--- config.mk ---
export PLATFORM = sky130hd
export DESIGN_NAME = lsu_stage_flat
export DESIGN_NICKNAME = d
export VERILOG_FILES = /design/src/rtl/lsu_stage_if.sv /design/src/rtl/lsu_stage.sv /design/src/flat_wrapper.sv
export SDC_FILE = /design/constraint.sdc
export NUM_CORES = 1
export LEC_CHECK = 0
export BUFFER_PORTS_ARGS = -buffer_cell sky130_fd_sc_hd__buf_4
export CORE_MARGIN = 4
export CORE_UTILIZATION = 50
export DETAILED_ROUTE_END_ITERATION = 8
export PLACE_DENSITY = 0.79
export SLEW_MARGIN = 40
export SYNTH_ARGS = -nofsm -noshare
export SYNTH_HDL_FRONTEND = slang
export SYNTH_SLANG_ARGS = --single-unit
export TNS_END_PERCENT = 5
--- constraint.sdc ---
create_clock -name clk -period 2.29 [get_ports clk]
set_clock_uncertainty 0.05 [all_clocks]
set_input_delay 0 -clock clk [delete_from_list [all_inputs] [get_ports clk]]
set_output_delay 0 -clock clk [all_outputs]
set_load 0.005 [all_outputs]
--- src/rtl/lsu_stage_if.sv ---
// lsu_stage_if -- bundles every lsu_stage signal except clk/rst.
//   slave  : view taken by lsu_stage itself
//   master : view taken by the surrounding pipeline / bus environment
interface lsu_stage_if;

  // execute-stage bundle
  logic        s_valid;
  logic        s_ready;
  logic        mvalidX;
  logic        mwenX;
  logic [7:0]  mwmaskX;
  logic [2:0]  mrtypeX;
  logic [31:0] addrX;
  logic [31:0] wdataX;
  logic [31:0] resultX;
  logic [4:0]  rdX;

  // memory bus request channel
  logic        bus_req_valid;
  logic        bus_req_ready;
  logic [31:0] bus_addr;
  logic        bus_wen;
  logic [31:0] bus_wdata;
  logic [3:0]  bus_wstrb;

  // memory bus response channel
  logic        bus_resp_valid;
  logic [31:0] bus_rdata;
  logic        bus_resp_err;

  // writeback bundle
  logic        m_valid;
  logic        m_ready;
  logic [31:0] wbdataM;
  logic [4:0]  rdM;
  logic        faultM;

  modport slave (
    input  s_valid, mvalidX, mwenX, mwmaskX, mrtypeX, addrX, wdataX, resultX, rdX,
    output s_ready,
    output bus_req_valid, bus_addr, bus_wen, bus_wdata, bus_wstrb,
    input  bus_req_ready,
    input  bus_resp_valid, bus_rdata, bus_resp_err,
    output m_valid, wbdataM, rdM, faultM,
    input  m_ready
  );

  modport master (
    output s_valid, mvalidX, mwenX, mwmaskX, mrtypeX, addrX, wdataX, resultX, rdX,
    input  s_ready,
    input  bus_req_valid, bus_addr, bus_wen, bus_wdata, bus_wstrb,
    output bus_req_ready,
    output bus_resp_valid, bus_rdata, bus_resp_err,
    input  m_valid, wbdataM, rdM, faultM,
    output m_ready
  );

endinterface

--- src/rtl/lsu_stage.sv ---
// lsu_stage -- single-outstanding load/store unit between execute and writeback.
// One bundle at a time walks IDLE -> (REQ -> WAIT_RESP ->) DONE -> IDLE.
// Non-memory bundles skip the bus and return resultX one cycle after accept.
// Optional feature macro: LSU_ACCESS_FAULT_EN
//   defined   : bus_resp_err and misaligned half/word accesses raise faultM
//   undefined : faultM is always 0, bus_resp_err ignored, no alignment check
// Store width is inferred from the byte mask: 4'b0011 = halfword, 4'b1111 = word.
module lsu_stage (
  input  logic       clk,
  input  logic       rst,
  lsu_stage_if.slave lsu_if
);

  localparam logic [1:0] IDLE      = 2'd0;
  localparam logic [1:0] REQ       = 2'd1;
  localparam logic [1:0] WAIT_RESP = 2'd2;
  localparam logic [1:0] DONE      = 2'd3;

  localparam logic [2:0] RT_LB  = 3'd0;
  localparam logic [2:0] RT_LH  = 3'd1;
  localparam logic [2:0] RT_LW  = 3'd2;
  localparam logic [2:0] RT_LBU = 3'd4;
  localparam logic [2:0] RT_LHU = 3'd5;

  logic [1:0]  state;

  // bundle fields kept for the response phase
  logic [1:0]  byte_off_q;
  logic [2:0]  mrtype_q;
  logic        wen_q;
  logic [31:0] result_q;

  logic        accept;
  logic [1:0]  in_off;
  logic [31:0] shifted_rdata;
  logic [31:0] load_data;
  logic        misaligned;
  logic        resp_fault;
  logic        unused_bits;

  assign lsu_if.s_ready       = (state == IDLE);
  assign lsu_if.m_valid       = (state == DONE);
  assign lsu_if.bus_req_valid = (state == REQ);

  assign accept = lsu_if.s_valid && (state == IDLE);
  assign in_off = lsu_if.addrX[1:0];

  // Align the returned word to the accessed byte and extend per load type.
  always_comb begin
    // NOTE: every output of a combinational block gets a value on every path
    // (defaults first), otherwise synthesis infers a latch.
    shifted_rdata = lsu_if.bus_rdata >> {byte_off_q, 3'b000};
    load_data     = shifted_rdata;
    case (mrtype_q)
      RT_LB:   load_data = {{24{shifted_rdata[7]}}, shifted_rdata[7:0]};
      RT_LH:   load_data = {{16{shifted_rdata[15]}}, shifted_rdata[15:0]};
      RT_LW:   load_data = shifted_rdata;
      RT_LBU:  load_data = {24'd0, shifted_rdata[7:0]};
      RT_LHU:  load_data = {16'd0, shifted_rdata[15:0]};
      default: load_data = shifted_rdata;
    endcase
  end

`ifdef LSU_ACCESS_FAULT_EN
  // Flag half/word accesses whose address is not naturally aligned.
  always_comb begin
    misaligned = 1'b0;
    if (lsu_if.mvalidX) begin
      if (lsu_if.mwenX) begin
        if (lsu_if.mwmaskX[3:0] == 4'b0011)      misaligned = in_off[0];
        else if (lsu_if.mwmaskX[3:0] == 4'b1111) misaligned = (in_off != 2'd0);
      end else begin
        case (lsu_if.mrtypeX)
          RT_LH, RT_LHU: misaligned = in_off[0];
          RT_LW:         misaligned = (in_off != 2'd0);
          default:       misaligned = 1'b0;
        endcase
      end
    end
  end

  assign resp_fault  = lsu_if.bus_resp_err;
  assign unused_bits = &{1'b0, lsu_if.mwmaskX[7:4]};
`else
  assign misaligned  = 1'b0;
  assign resp_fault  = 1'b0;
  assign unused_bits = &{1'b0, lsu_if.mwmaskX[7:4], lsu_if.bus_resp_err};
`endif

  // Handshake FSM plus registered bus-request and writeback fields.
  always_ff @(posedge clk) begin
    // NOTE: sequential state uses non-blocking assignments so every register
    // samples pre-edge values regardless of statement order.
    if (rst) begin
      // NOTE: the datapath registers are reset too, because their values are
      // visible on the bus and writeback ports straight out of reset.
      state          <= IDLE;
      byte_off_q     <= 2'd0;
      mrtype_q       <= 3'd0;
      wen_q          <= 1'b0;
      result_q       <= 32'd0;
      lsu_if.bus_addr  <= 32'd0;
      lsu_if.bus_wen   <= 1'b0;
      lsu_if.bus_wdata <= 32'd0;
      lsu_if.bus_wstrb <= 4'd0;
      lsu_if.wbdataM   <= 32'd0;
      lsu_if.rdM       <= 5'd0;
      lsu_if.faultM    <= 1'b0;
    end else begin
      case (state)
        IDLE: begin
          if (accept) begin
            byte_off_q <= in_off;
            mrtype_q   <= lsu_if.mrtypeX;
            wen_q      <= lsu_if.mwenX;
            result_q   <= lsu_if.resultX;
            lsu_if.rdM <= lsu_if.rdX;
            if (lsu_if.mvalidX && misaligned) begin
              // faulting access never reaches the bus
              state          <= DONE;
              lsu_if.wbdataM <= 32'd0;
              lsu_if.faultM  <= 1'b1;
            end else if (lsu_if.mvalidX) begin
              state            <= REQ;
              lsu_if.bus_addr  <= {lsu_if.addrX[31:2], 2'b00};
              lsu_if.bus_wen   <= lsu_if.mwenX;
              lsu_if.bus_wdata <= lsu_if.wdataX << {in_off, 3'b000};
              lsu_if.bus_wstrb <= lsu_if.mwmaskX[3:0] << in_off;
            end else begin
              state          <= DONE;
              lsu_if.wbdataM <= lsu_if.resultX;
              lsu_if.faultM  <= 1'b0;
            end
          end
        end

        REQ: begin
          // request fields are only written in IDLE, so they hold here
          if (lsu_if.bus_req_ready) state <= WAIT_RESP;
        end

        WAIT_RESP: begin
          if (lsu_if.bus_resp_valid) begin
            state <= DONE;
            if (resp_fault) begin
              lsu_if.wbdataM <= 32'd0;
              lsu_if.faultM  <= 1'b1;
            end else begin
              lsu_if.wbdataM <= wen_q ? result_q : load_data;
              lsu_if.faultM  <= 1'b0;
            end
          end
        end

        DONE: begin
          // the IDLE cycle that follows is the mandatory bubble
          if (lsu_if.m_ready) state <= IDLE;
        end

        default: state <= IDLE;
      endcase
    end
  end

endmodule

--- src/flat_wrapper.sv ---
// flat-port wrapper written by rule: the top's interface ports become plain ports
module lsu_stage_flat 
  (clk, rst, lsu_if_s_valid, lsu_if_mvalidX, lsu_if_mwenX, lsu_if_mwmaskX, lsu_if_mrtypeX, lsu_if_addrX, lsu_if_wdataX, lsu_if_resultX, lsu_if_rdX, lsu_if_s_ready, lsu_if_bus_req_valid, lsu_if_bus_addr, lsu_if_bus_wen, lsu_if_bus_wdata, lsu_if_bus_wstrb, lsu_if_bus_req_ready, lsu_if_bus_resp_valid, lsu_if_bus_rdata, lsu_if_bus_resp_err, lsu_if_m_valid, lsu_if_wbdataM, lsu_if_rdM, lsu_if_faultM, lsu_if_m_ready);
  lsu_stage_if lsu_if_i ();
  input  logic clk;
  input  logic rst;
  input wire logic [$bits(lsu_if_i.s_valid)-1:0] lsu_if_s_valid;
  input wire logic [$bits(lsu_if_i.mvalidX)-1:0] lsu_if_mvalidX;
  input wire logic [$bits(lsu_if_i.mwenX)-1:0] lsu_if_mwenX;
  input wire logic [$bits(lsu_if_i.mwmaskX)-1:0] lsu_if_mwmaskX;
  input wire logic [$bits(lsu_if_i.mrtypeX)-1:0] lsu_if_mrtypeX;
  input wire logic [$bits(lsu_if_i.addrX)-1:0] lsu_if_addrX;
  input wire logic [$bits(lsu_if_i.wdataX)-1:0] lsu_if_wdataX;
  input wire logic [$bits(lsu_if_i.resultX)-1:0] lsu_if_resultX;
  input wire logic [$bits(lsu_if_i.rdX)-1:0] lsu_if_rdX;
  output wire logic [$bits(lsu_if_i.s_ready)-1:0] lsu_if_s_ready;
  output wire logic [$bits(lsu_if_i.bus_req_valid)-1:0] lsu_if_bus_req_valid;
  output wire logic [$bits(lsu_if_i.bus_addr)-1:0] lsu_if_bus_addr;
  output wire logic [$bits(lsu_if_i.bus_wen)-1:0] lsu_if_bus_wen;
  output wire logic [$bits(lsu_if_i.bus_wdata)-1:0] lsu_if_bus_wdata;
  output wire logic [$bits(lsu_if_i.bus_wstrb)-1:0] lsu_if_bus_wstrb;
  input wire logic [$bits(lsu_if_i.bus_req_ready)-1:0] lsu_if_bus_req_ready;
  input wire logic [$bits(lsu_if_i.bus_resp_valid)-1:0] lsu_if_bus_resp_valid;
  input wire logic [$bits(lsu_if_i.bus_rdata)-1:0] lsu_if_bus_rdata;
  input wire logic [$bits(lsu_if_i.bus_resp_err)-1:0] lsu_if_bus_resp_err;
  output wire logic [$bits(lsu_if_i.m_valid)-1:0] lsu_if_m_valid;
  output wire logic [$bits(lsu_if_i.wbdataM)-1:0] lsu_if_wbdataM;
  output wire logic [$bits(lsu_if_i.rdM)-1:0] lsu_if_rdM;
  output wire logic [$bits(lsu_if_i.faultM)-1:0] lsu_if_faultM;
  input wire logic [$bits(lsu_if_i.m_ready)-1:0] lsu_if_m_ready;
  assign lsu_if_i.s_valid = lsu_if_s_valid;
  assign lsu_if_i.mvalidX = lsu_if_mvalidX;
  assign lsu_if_i.mwenX = lsu_if_mwenX;
  assign lsu_if_i.mwmaskX = lsu_if_mwmaskX;
  assign lsu_if_i.mrtypeX = lsu_if_mrtypeX;
  assign lsu_if_i.addrX = lsu_if_addrX;
  assign lsu_if_i.wdataX = lsu_if_wdataX;
  assign lsu_if_i.resultX = lsu_if_resultX;
  assign lsu_if_i.rdX = lsu_if_rdX;
  assign lsu_if_s_ready = lsu_if_i.s_ready;
  assign lsu_if_bus_req_valid = lsu_if_i.bus_req_valid;
  assign lsu_if_bus_addr = lsu_if_i.bus_addr;
  assign lsu_if_bus_wen = lsu_if_i.bus_wen;
  assign lsu_if_bus_wdata = lsu_if_i.bus_wdata;
  assign lsu_if_bus_wstrb = lsu_if_i.bus_wstrb;
  assign lsu_if_i.bus_req_ready = lsu_if_bus_req_ready;
  assign lsu_if_i.bus_resp_valid = lsu_if_bus_resp_valid;
  assign lsu_if_i.bus_rdata = lsu_if_bus_rdata;
  assign lsu_if_i.bus_resp_err = lsu_if_bus_resp_err;
  assign lsu_if_m_valid = lsu_if_i.m_valid;
  assign lsu_if_wbdataM = lsu_if_i.wbdataM;
  assign lsu_if_rdM = lsu_if_i.rdM;
  assign lsu_if_faultM = lsu_if_i.faultM;
  assign lsu_if_i.m_ready = lsu_if_m_ready;
  lsu_stage u_core (.clk(clk), .rst(rst), .lsu_if(lsu_if_i));
endmodule
# ---- Yosys cells after proc, flatten, opt, wreduce, memory -nomap -nowiden
# Index checks and enable logic that the tools add are counted.
dict set report word_totals {
  reg_bits 145
  input_bits 153
  output_inout_bits 110
  wordCells 50
}
dict set report classes {
  eq_ne 11
  shifts 3
  muxes 16
  reduce_logical 8
}
# op count
set ops {}
lappend ops {{two-way mux 32 bit} 4}
lappend ops {{case mux 32 bit (4 select lines)} 1}
lappend ops {{case mux 32 bit (2 select lines)} 1}
lappend ops {{<< shifter 32 x 5 -> 32 bit} 1}
lappend ops {{>> shifter 32 x 5 -> 32 bit} 1}
lappend ops {{two-way mux 2 bit} 5}
lappend ops {{case mux 2 bit (4 select lines)} 1}
lappend ops {{AND reduction 4 bit} 2}
lappend ops {{equality test 3 bit (second input constant)} 2}
lappend ops {{!= test 2 x 1 -> 1 bit (second input constant)} 3}
lappend ops {{equality test 2 bit (second input constant)} 2}
lappend ops {{!= test 2 bit (second input constant)} 2}
lappend ops {{<< shifter 4 x 2 -> 4 bit} 1}
lappend ops {{equality test 3 x 1 -> 1 bit (second input constant)} 1}
lappend ops {{zero test 3 bit} 1}
lappend ops {{two-way mux 1 bit} 3}
lappend ops {{AND reduction 3 bit} 1}
lappend ops {{equality test 2 x 1 -> 1 bit (second input constant)} 1}
lappend ops {{zero test 2 bit} 1}
lappend ops {{case mux 1 bit (2 select lines)} 1}
lappend ops {{AND reduction 2 bit} 1}
lappend ops {{nonzero test 2 bit} 1}
lappend ops {{logical AND 1 bit} 1}

# ---- Logic depth before layout (Yosys ltp)
# Gate-level depths: netlist (run 1).
dict set report logic_depth {
  depth_word 5
  ltp_mapped 9
  ltp_nobuf 6
}

# ---- Worst setup path before layout (run 1)
# No wires, ideal clock.
dict set report synth_path {
  kind {register to register}
  startpoint {register u_core.state[0]}
  endpoint {register u_core.lsu_if.wbdataM[18]}
  setup_ns 0.087
  arrival_time_ns 1.780
  required_ns 2.153
  path_slack_ns 0.373
  stages_incl_launch_ff 9
  path_buffers 2
  synth_period_minus_slack_ns 1.917
  path_cell_list {dfxtp_1 > inv_1 > ha_1 > buf_2 > mux2_4 > a21boi_4 > o211a_4 > buf_6 > a221oi_2}
}
dict set report synth_via {
  elab_chain_len 4
  word_cells_on_any_way 9
  classes_between {eq/ne: 4; mux: 1; reduce/logical: 4}
}
# item line_no
set synth_lines {}
lappend synth_lines {{start, declared} lsu_stage.sv:25} ;# logic [1:0] state;
lappend synth_lines {{start signal, assigned} lsu_stage.sv:97} ;# state <= IDLE;
lappend synth_lines {{start signal, assigned} lsu_stage.sv:120} ;# state <= DONE;
lappend synth_lines {{start signal, assigned} lsu_stage.sv:124} ;# state <= REQ;
lappend synth_lines {{zero test 2 bit *} --}
lappend synth_lines {{via lsu_if_s_ready} flat_wrapper.sv:16} ;# output wire logic [$bits(lsu_if_i.s_ready)-1:0] lsu_if_s_ready;
lappend synth_lines {{logical AND 1 bit} lsu_stage.sv:45} ;# assign accept = lsu_if.s_valid && (state == IDLE);
lappend synth_lines {{!= test 2 x 1 -> 1 bit (no source line)} --}
lappend synth_lines {{AND reduction 4 bit (no source line)} --}
lappend synth_lines {{end signal, assigned} lsu_stage.sv:131} ;# lsu_if.wbdataM <= lsu_if.resultX;
lappend synth_lines {{end signal, assigned} lsu_stage.sv:149} ;# lsu_if.wbdataM <= wen_q ? result_q : load_data;
lappend synth_lines {{end, declared} lsu_stage_if.sv:44} ;# output m_valid, wbdataM, rdM, faultM,
# Mark *: on every way through the listed nets, which the timed path passes. The rest lies on a longest branch.
# A chain may end at the register's enable or synchronous reset.

# ---- Worst setup path after layout (run 1)
dict set report layout_path {
  startpoint {register u_core.state[0]}
  endpoint {register u_core.lsu_if.wbdataM[30]}
}
dict set report layout_via {
  elab_chain_len 4
  word_cells_on_any_way 9
  classes_between {eq/ne: 4; mux: 1; reduce/logical: 4}
}
# item line_no
set layout_lines {}
lappend layout_lines {{zero test 2 bit} {lsu_stage.sv:45, lsu_stage.sv:110}}
lappend layout_lines {{logical AND 1 bit} lsu_stage.sv:45}
lappend layout_lines {{!= test 2 x 1 -> 1 bit (no source line)} --}
lappend layout_lines {{AND reduction 4 bit (no source line)} --}
# Parallel ways exist; a longest one is shown, timed or not.

==> flow_metrics.tcl, run 1 <==
set metrics [dict create \
    status "finished, final reports clean" \
    dieArea_sq_um 16100 \
    initial_core_util_pct 50.9 \
    netlist_area_sq_um 7060 \
    reg2regPathDepth 8 \
    stdcell_area_sq_um 11000 \
    postRouteAntennaNets 0 \
    place_hpwl_um 16000 \
    crit_chain "inv_1 > ha_1 > buf_4 > inv_1 > buf_12 > or3_1 > o211ai_1 > a221oi_1" \
    numCtsBuffers 17 \
    avgSynthCellArea_sq_um 8.40 \
    post-route-period-util_pct 95.6 \
    fp-row-count 43 \
    p_int_uw 6710 \
    viasPerCell 5.94 \
    switching_share_pct 35.1 \
    ys_async_sr_fraction_pct 0 \
    drcViolationCount 0 \
    worstSetupPathType "reg2reg" \
    clk-insertion-delay-late_ns 0.42 \
    synth-seq-cells 144 \
    cp.buffers_inverters 4 \
    ios 263 \
    grt_usage_pct 33.9 \
    synth_edf_count 0 \
    worst_slew_pin_slew_ns 0.870 \
    min_path_cells 5 \
    regToRegStartpoint "u_core.state[0]$_SDFFE_PP0P_" \
    p_leak_uw 0.00452 \
    drive_gt1_share_pct 30.9 \
    grt_antenna_before_repair 1 \
    reg2reg_slack_ns 0.10 \
    synth_top_flop_cell "dfxtp_1" \
    place_ws_ns 0.182 \
    hold_viol_final 0 \
    worstHoldEndpoint "u_core.lsu_if.bus_wdata[26]$_SDFFE_PP0P_" \
    firstDrtPassIters 5 \
    hold_path.startpoint "lsu_if_wdataX[10]" \
    dpl-instance-area_sq_um 9100 \
    synth_top_area_share_pct 40.8 \
    globalRouteMet3Util_pct 9.22 \
    cts_tree "built" \
    cp_data_required_time_ns 2.51 \
    cp_max_fo 48 \
    yosys.area.top_type "dfxtp_1" \
    drv_slew 0 \
    gp_congestion 0.851 \
    synthTopCellsByArea "dfxtp_1, nand2_1, a21oi_1" \
    critical_path.slowest_cell "buf_4" \
    met1_usage_pct 39.4 \
    yosys_warnings 0 \
    cp_num_cells 8 \
    critPathLaunchType "flop" \
    endpoint_kind "flop" \
    ys_seq_area_share_pct 40.8 \
    core_sq_um 13900 \
    final_net_count 1344 \
    clock_sinks 144 \
    seq_power_share_pct 32.3 \
    fin_setup_tns_ns 0 \
    cp_slowest_stage_delay_ns 0.41 \
    setup_viol 0 \
    grt_pass1_vias 8141 \
    htreeDepth 4 \
    total_power_uw 10300 \
    clockRootBuffer "clkbuf_16" \
    hold_class "in2reg" \
    grt_first_pass_wirelength_um 43600 \
    crit_path_frequent_cell "inv_1" \
    die_y_um 127 \
    p_comb_share_pct 39.1 \
    ir_drop_uv 572 \
    detailroute.via_count 8195 \
    final.setup.worst_slack_ns 0.101 \
    grt_use_met2_pct 56.7 \
    placed_cells 1220 \
    synth_cell_types 41 \
    overflow 0 \
    cp_top_family "buffers and inverters" \
    area_growth_pct 55.5 \
    min_period_ns 2.19 \
    drtIter0Drc 1036 \
    pwr-share-clk_pct 28.6 \
    switchingPower_uw 3630 \
    port-buffer-count 254 \
    busiest_layer "met2" \
    grt_max_degree 49 \
    final_cells 1380 \
    slew_headroom_pct 41.9 \
    syn_inst 841 \
    cp-startpoint "u_core.state[0]$_SDFFE_PP0P_" \
    nFillCells 850 \
    rsz0062_at_grt "false" \
    power_density_nw_per_um2 941 \
    clockBufferDepth 2 \
    routedWlPerCell_um 20.3 \
    wl_um 28100 \
    max-cap-violations 0 \
    clkTransAtPathRegs_ns 0.06 \
    timing.fmax_ghz 0.457 \
    r2r_end "u_core.lsu_if.wbdataM[30]$_SDFFE_PP0P_" \
    worstPathArrival_ns 2.41 \
    die_w_um 127 \
]
## synth_stat cells (4+ instances only)
master and count:
mux4_2 7, nor2b_1 7, nand2_1 209, nor3_1 19, or3_1 25, a22oi_1 23
buf_2 17, nand3b_1 7, a21oi_1 102, inv_1 5, o21ai_1 7, a221oi_2 22
buf_4 7, clkbuf_1 42, buf_6 5, a221oi_1 9, mux2_2 19, nand2b_1 4
dfxtp_1 144, o21ai_0 7, a211oi_1 11, ha_1 5, nand3_1 10, nor2_1 35
buf_1 8, o211ai_1 33, mux2i_1 34
## power by group through the flow
stage | registers, uW | logic (uW) | clock network, uW
after floorplan | 3320 | 2250 | 0
after global placement | 3360 | 3650 | 0
after detailed placement | 3360 | 3700 | 0
after CTS | 3320 | 3910 | 2950
after global routing | 3380 | 4370 | 3080
final | 3340 | 4040 | 2960
## kinds of logic (layout without fill, tap and decap cells)
group	Yosys count	after routing	share of synthesized area (%)
buf+inv	85	441	5.74
compound gates	223	223	22.7
fa+ha+maj	5	5	0.886
other cells	1	4	0.0531
flops	144	144	40.8
simple gates	322	322	19.6
mux	61	61	10.3
## registers in the layout (all words and copies together), names as in the netlist
name and cells:
u_core.wen_q 1, u_core.byte_off_q 2, u_core.lsu_if.bus_addr 30, u_core.lsu_if.rdM 5
u_core.result_q 32, u_core.lsu_if.wbdataM 32, u_core.lsu_if.bus_wen 1, u_core.lsu_if.bus_wstrb 4
u_core.mrtype_q 3, u_core.state 2, u_core.lsu_if.bus_wdata 32
## worst max path at each step
stage,endpoint,slack (ns)
finish,u_core.lsu_if.wbdataM[30]$_SDFFE_PP0P_,0.10
global placement,u_core.lsu_if.wbdataM[21]$_SDFFE_PP0P_,0.23
CTS,u_core.lsu_if.bus_wdata[31]$_SDFFE_PP0P_,0.13
detailed placement,u_core.lsu_if.wbdataM[30]$_SDFFE_PP0P_,0.18
global route,u_core.lsu_if.wbdataM[30]$_SDFFE_PP0P_,0.005
floorplan,u_core.lsu_if.wbdataM[18]$_SDFFE_PP0P_,0.37
## cell type report
type	count	area (sq um)	area share [%]
antenna	1	2.50	0.0228
clock buffer	18	429	3.91
clock inverter	14	189	1.72
inverter	5	18.8	0.171
multi-input combinational	614	3800	34.6
sequential	144	2880	26.2
tap	180	225	2.05
timing repair buffer	404	3440	31.3
## through the flow
| step | hold slack (ns) | utilization, % |
|---|---|---|
| 2_1_floorplan | 0.0860 | - |
| 3_3_place_gp | 0.196 | 65.6 |
| 3_5_place_dp | 0.207 | 65.6 |
| 4_1_cts | 0.0107 | 78.9 |
| 5_1_grt | 0.0654 | 79.2 |
| 6_report | 0.0290 | 79.2 |
## tightest hold or removal path, stage by stage
cell	delay [ns]
buf_4	0.09
mux2i_1	0.08
nand2_1	0.08
o211ai_1	0.09
a21oi_1	0.11
## timing repair
action / CTS / global route
hold buffers: 123 / 0
gates resized for setup: 0 / 1
setup endpoints to repair: 0 / 1
endpoints found under the hold margin: 138 / 0
setup buffers: 0 / 4
## cells in the final DEF (no fill, tap or decap), types with 22 or more instances in the layout
| cell type | instances |
|---|---|
| a21oi_1 | 101 |
| a221oi_2 | 22 |
| a22oi_1 | 23 |
| buf_4 | 273 |
| dfxtp_1 | 144 |
| dlygate4sd3_1 | 123 |
| mux2i_1 | 34 |
| nand2_1 | 209 |
| nor2_1 | 34 |
| o211ai_1 | 33 |
| or3_1 | 25 |
## per-layer routing
layer	wire [um]	share of wire, %	vias to the layer above
li1	-	-	3668
met1	10100	36	3806
met5	0	0	-
met4	1640	5.8	0
met3	3000	11	146
met2	13300	47	575
(Power assumes the default switching activity.)
==> run 2: changes to the inputs <==
--- a/config.mk
+++ b/config.mk
@@ -6,8 +6,9 @@
 export NUM_CORES = 1
 export LEC_CHECK = 0
 export BUFFER_PORTS_ARGS = -buffer_cell sky130_fd_sc_hd__buf_4
-export CORE_MARGIN = 4
+export CORE_MARGIN = 3
 export CORE_UTILIZATION = 50
+export CTS_CLUSTER_DIAMETER = 60
 export DETAILED_ROUTE_END_ITERATION = 8
 export PLACE_DENSITY = 0.79
 export SLEW_MARGIN = 40
==> constraint.sdc (replaced) <==
create_clock -name clk -period 2.29 [get_ports clk]
set_clock_uncertainty 0.05 [all_clocks]
set_input_delay 0.1145 -clock clk [delete_from_list [all_inputs] [get_ports clk]]
set_output_delay 0.1145 -clock clk [all_outputs]
set_load 0.005 [all_outputs]
==> run 2 against run 1 <==
Maximum frequency grew 2.2%. Clock power shrank 13%. Sequential cell count is the same. Highest routed layer unchanged.
==> flow_metrics.tcl, run 2 (synthesis gave the netlist of run 1 again) <==
set metrics [dict create \
    viasPerCell 5.76 \
    fin_setup_tns_ns 0 \
    wl_um 25000 \
    crit_chain "inv_1 > ha_1 > mux2_4 > a21bo_2 > buf_12 > nand2_1 > a221oi_2" \
    initial_core_util_pct 52.3 \
    overflow 0 \
    clock_sinks 144 \
    detailroute.via_count 7652 \
    cp_num_cells 7 \
    critPathLaunchType "flop" \
    cts_resized 0 \
    core_sq_um 13500 \
    final_cell_mix "buf_4, nand2_1, dfxtp_1" \
    min_path_cells 2 \
    p_leak_uw 0.00428 \
    p_comb_share_pct 39.7 \
    clockRootBuffer "clkbuf_16" \
    final_net_count 1297 \
    hold_viol_final 0 \
    max-cap-violations 0 \
    seq_power_share_pct 33.9 \
    critical_path.slowest_cell "dfxtp_1" \
    htreeDepth 4 \
    worst_slew_pin_slew_ns 0.665 \
    port-buffer-count 254 \
    place_hpwl_um 16300 \
    post-route-period-util_pct 93.6 \
    routedWlPerCell_um 18.8 \
    grt_antenna_before_repair 0 \
    drv_slew 0 \
    numCtsBuffers 17 \
    clkTransAtPathRegs_ns 0.06 \
    p_int_uw 6340 \
    final_common_cell "buf_4" \
    drtIter0Drc 608 \
    pwr-share-clk_pct 26.5 \
    timing.fmax_ghz 0.467 \
    firstDrtPassIters 5 \
    worstSetupPathType "reg2reg" \
    cp_max_fo 24 \
    cp_slowest_stage_delay_ns 0.39 \
    grt_pass1_vias 7535 \
    ir_drop_uv 643 \
    dpl-instance-area_sq_um 9070 \
    switchingPower_uw 3460 \
    switching_share_pct 35.3 \
    setup_viol 0 \
    hold_class "in2reg" \
    top_regs "u_core.lsu_if.bus_wdata x32, u_core.lsu_if.wbdataM x32, u_core.result_q x32" \
    min_period_ns 2.14 \
    rsz0062_at_grt "false" \
    grt_first_pass_wirelength_um 39400 \
    worstPathArrival_ns 2.42 \
    clk-insertion-delay-late_ns 0.42 \
    die_y_um 125 \
    nFillCells 919 \
    cp_data_required_time_ns 2.57 \
    power_density_nw_per_um2 940 \
    area_growth_pct 47.6 \
    diodes 0 \
    seq_area_sq_um 2880 \
    utilization_pct 77.2 \
    reg2regPathDepth 7 \
    grt_max_degree 77 \
    slew_headroom_pct 55.5 \
    clockBufferDepth 2 \
    cts_tree "built" \
    postRouteAntennaNets 0 \
    gp_congestion 0.867 \
    multi_input_area_sq_um 3800 \
    cts_setup_buffers 0 \
    die_w_um 125 \
    grt_usage_pct 31.0 \
    ios 263 \
    drcViolationCount 0 \
    status "finished, final reports clean" \
    drive_gt1_share_pct 31.7 \
    stdcell_area_sq_um 10400 \
    endpoint_kind "flop" \
    cp.buffers_inverters 2 \
    cp_top_family "compound AO/OA/AOI/OAI gates" \
    dieArea_sq_um 15600 \
    fp-row-count 42 \
]
==> run 2: cell types whose count changed in the layout (fill, tap and decap cells not counted), sizes merged, moves of 2 or more <==
cell / previous run / this run
bufinv: 4 / 1
dlygate4sd3: 123 / 80
buf: 281 / 277
inv: 7 / 5
clkbuf: 18 / 21
==> run 2: final cells by class <==
class,instances,share of cell area (%)
Clock inverter,11,0.864
Inverter,5,0.180
Timing Repair Buffer,357,28.4
Tap cell,176,2.11
Sequential cell,144,27.7
Clock buffer,21,4.42
Multi-Input combinational cell,614,36.4
==> run 2: power groups by stage <==
| stage | Combinational (uW) | Clock [uW] | Sequential (uW) |
|---|---|---|---|
| after global placement | 3640 | 0 | 3350 |
| after detailed placement | 3710 | 0 | 3360 |
| after CTS | 3840 | 2620 | 3310 |
| final | 3890 | 2590 | 3320 |
| after floorplan | 2250 | 0 | 3320 |
| after global routing | 4190 | 2730 | 3370 |
==> run 2: path summary, 6_finish.rpt <==
kind | from | endpoint | slack, ns
min | rst | u_core.lsu_if.bus_wdata[12]$_SDFFE_PP0P_ | 0.03
min reg2reg | u_core.result_q[28]$_SDFFE_PP0P_ | u_core.result_q[28]$_SDFFE_PP0P_ | 0.40
max reg2reg | u_core.state[0]$_SDFFE_PP0P_ | u_core.lsu_if.wbdataM[11]$_SDFFE_PP0P_ | 0.15
max | u_core.state[0]$_SDFFE_PP0P_ | u_core.lsu_if.wbdataM[11]$_SDFFE_PP0P_ | 0.15
==> run 2: metal layers <==
metal / GRT usage, % / wire length (um)
met5: 0 / 0
met4: 15.1 / 1110
met3: 9.52 / 2490
met1: 36.9 / 9320
met2: 51.0 / 12100
==> run 2: repair_timing <==
item,in CTS,in global routing
endpoints found under the hold margin,90,0
setup endpoints to repair,0,0
hold buffers,80,0
==> run 2: metrics by stage <==
| stage | power (uW) | hold slack (ns) | cells | worst slack (ns) |
|---|---|---|---|---|
| floorplan | 5580 | 0.200 | 843 | 0.373 |
| global placement | 6990 | 0.311 | 1216 | 0.290 |
| detailed placement | 7070 | 0.321 | 1216 | 0.198 |
| CTS | 9760 | 0.0149 | 1328 | 0.168 |
| global route | 10300 | 0.0411 | 1328 | 0.0697 |
| finish | 9800 | 0.0340 | 1328 | 0.148 |
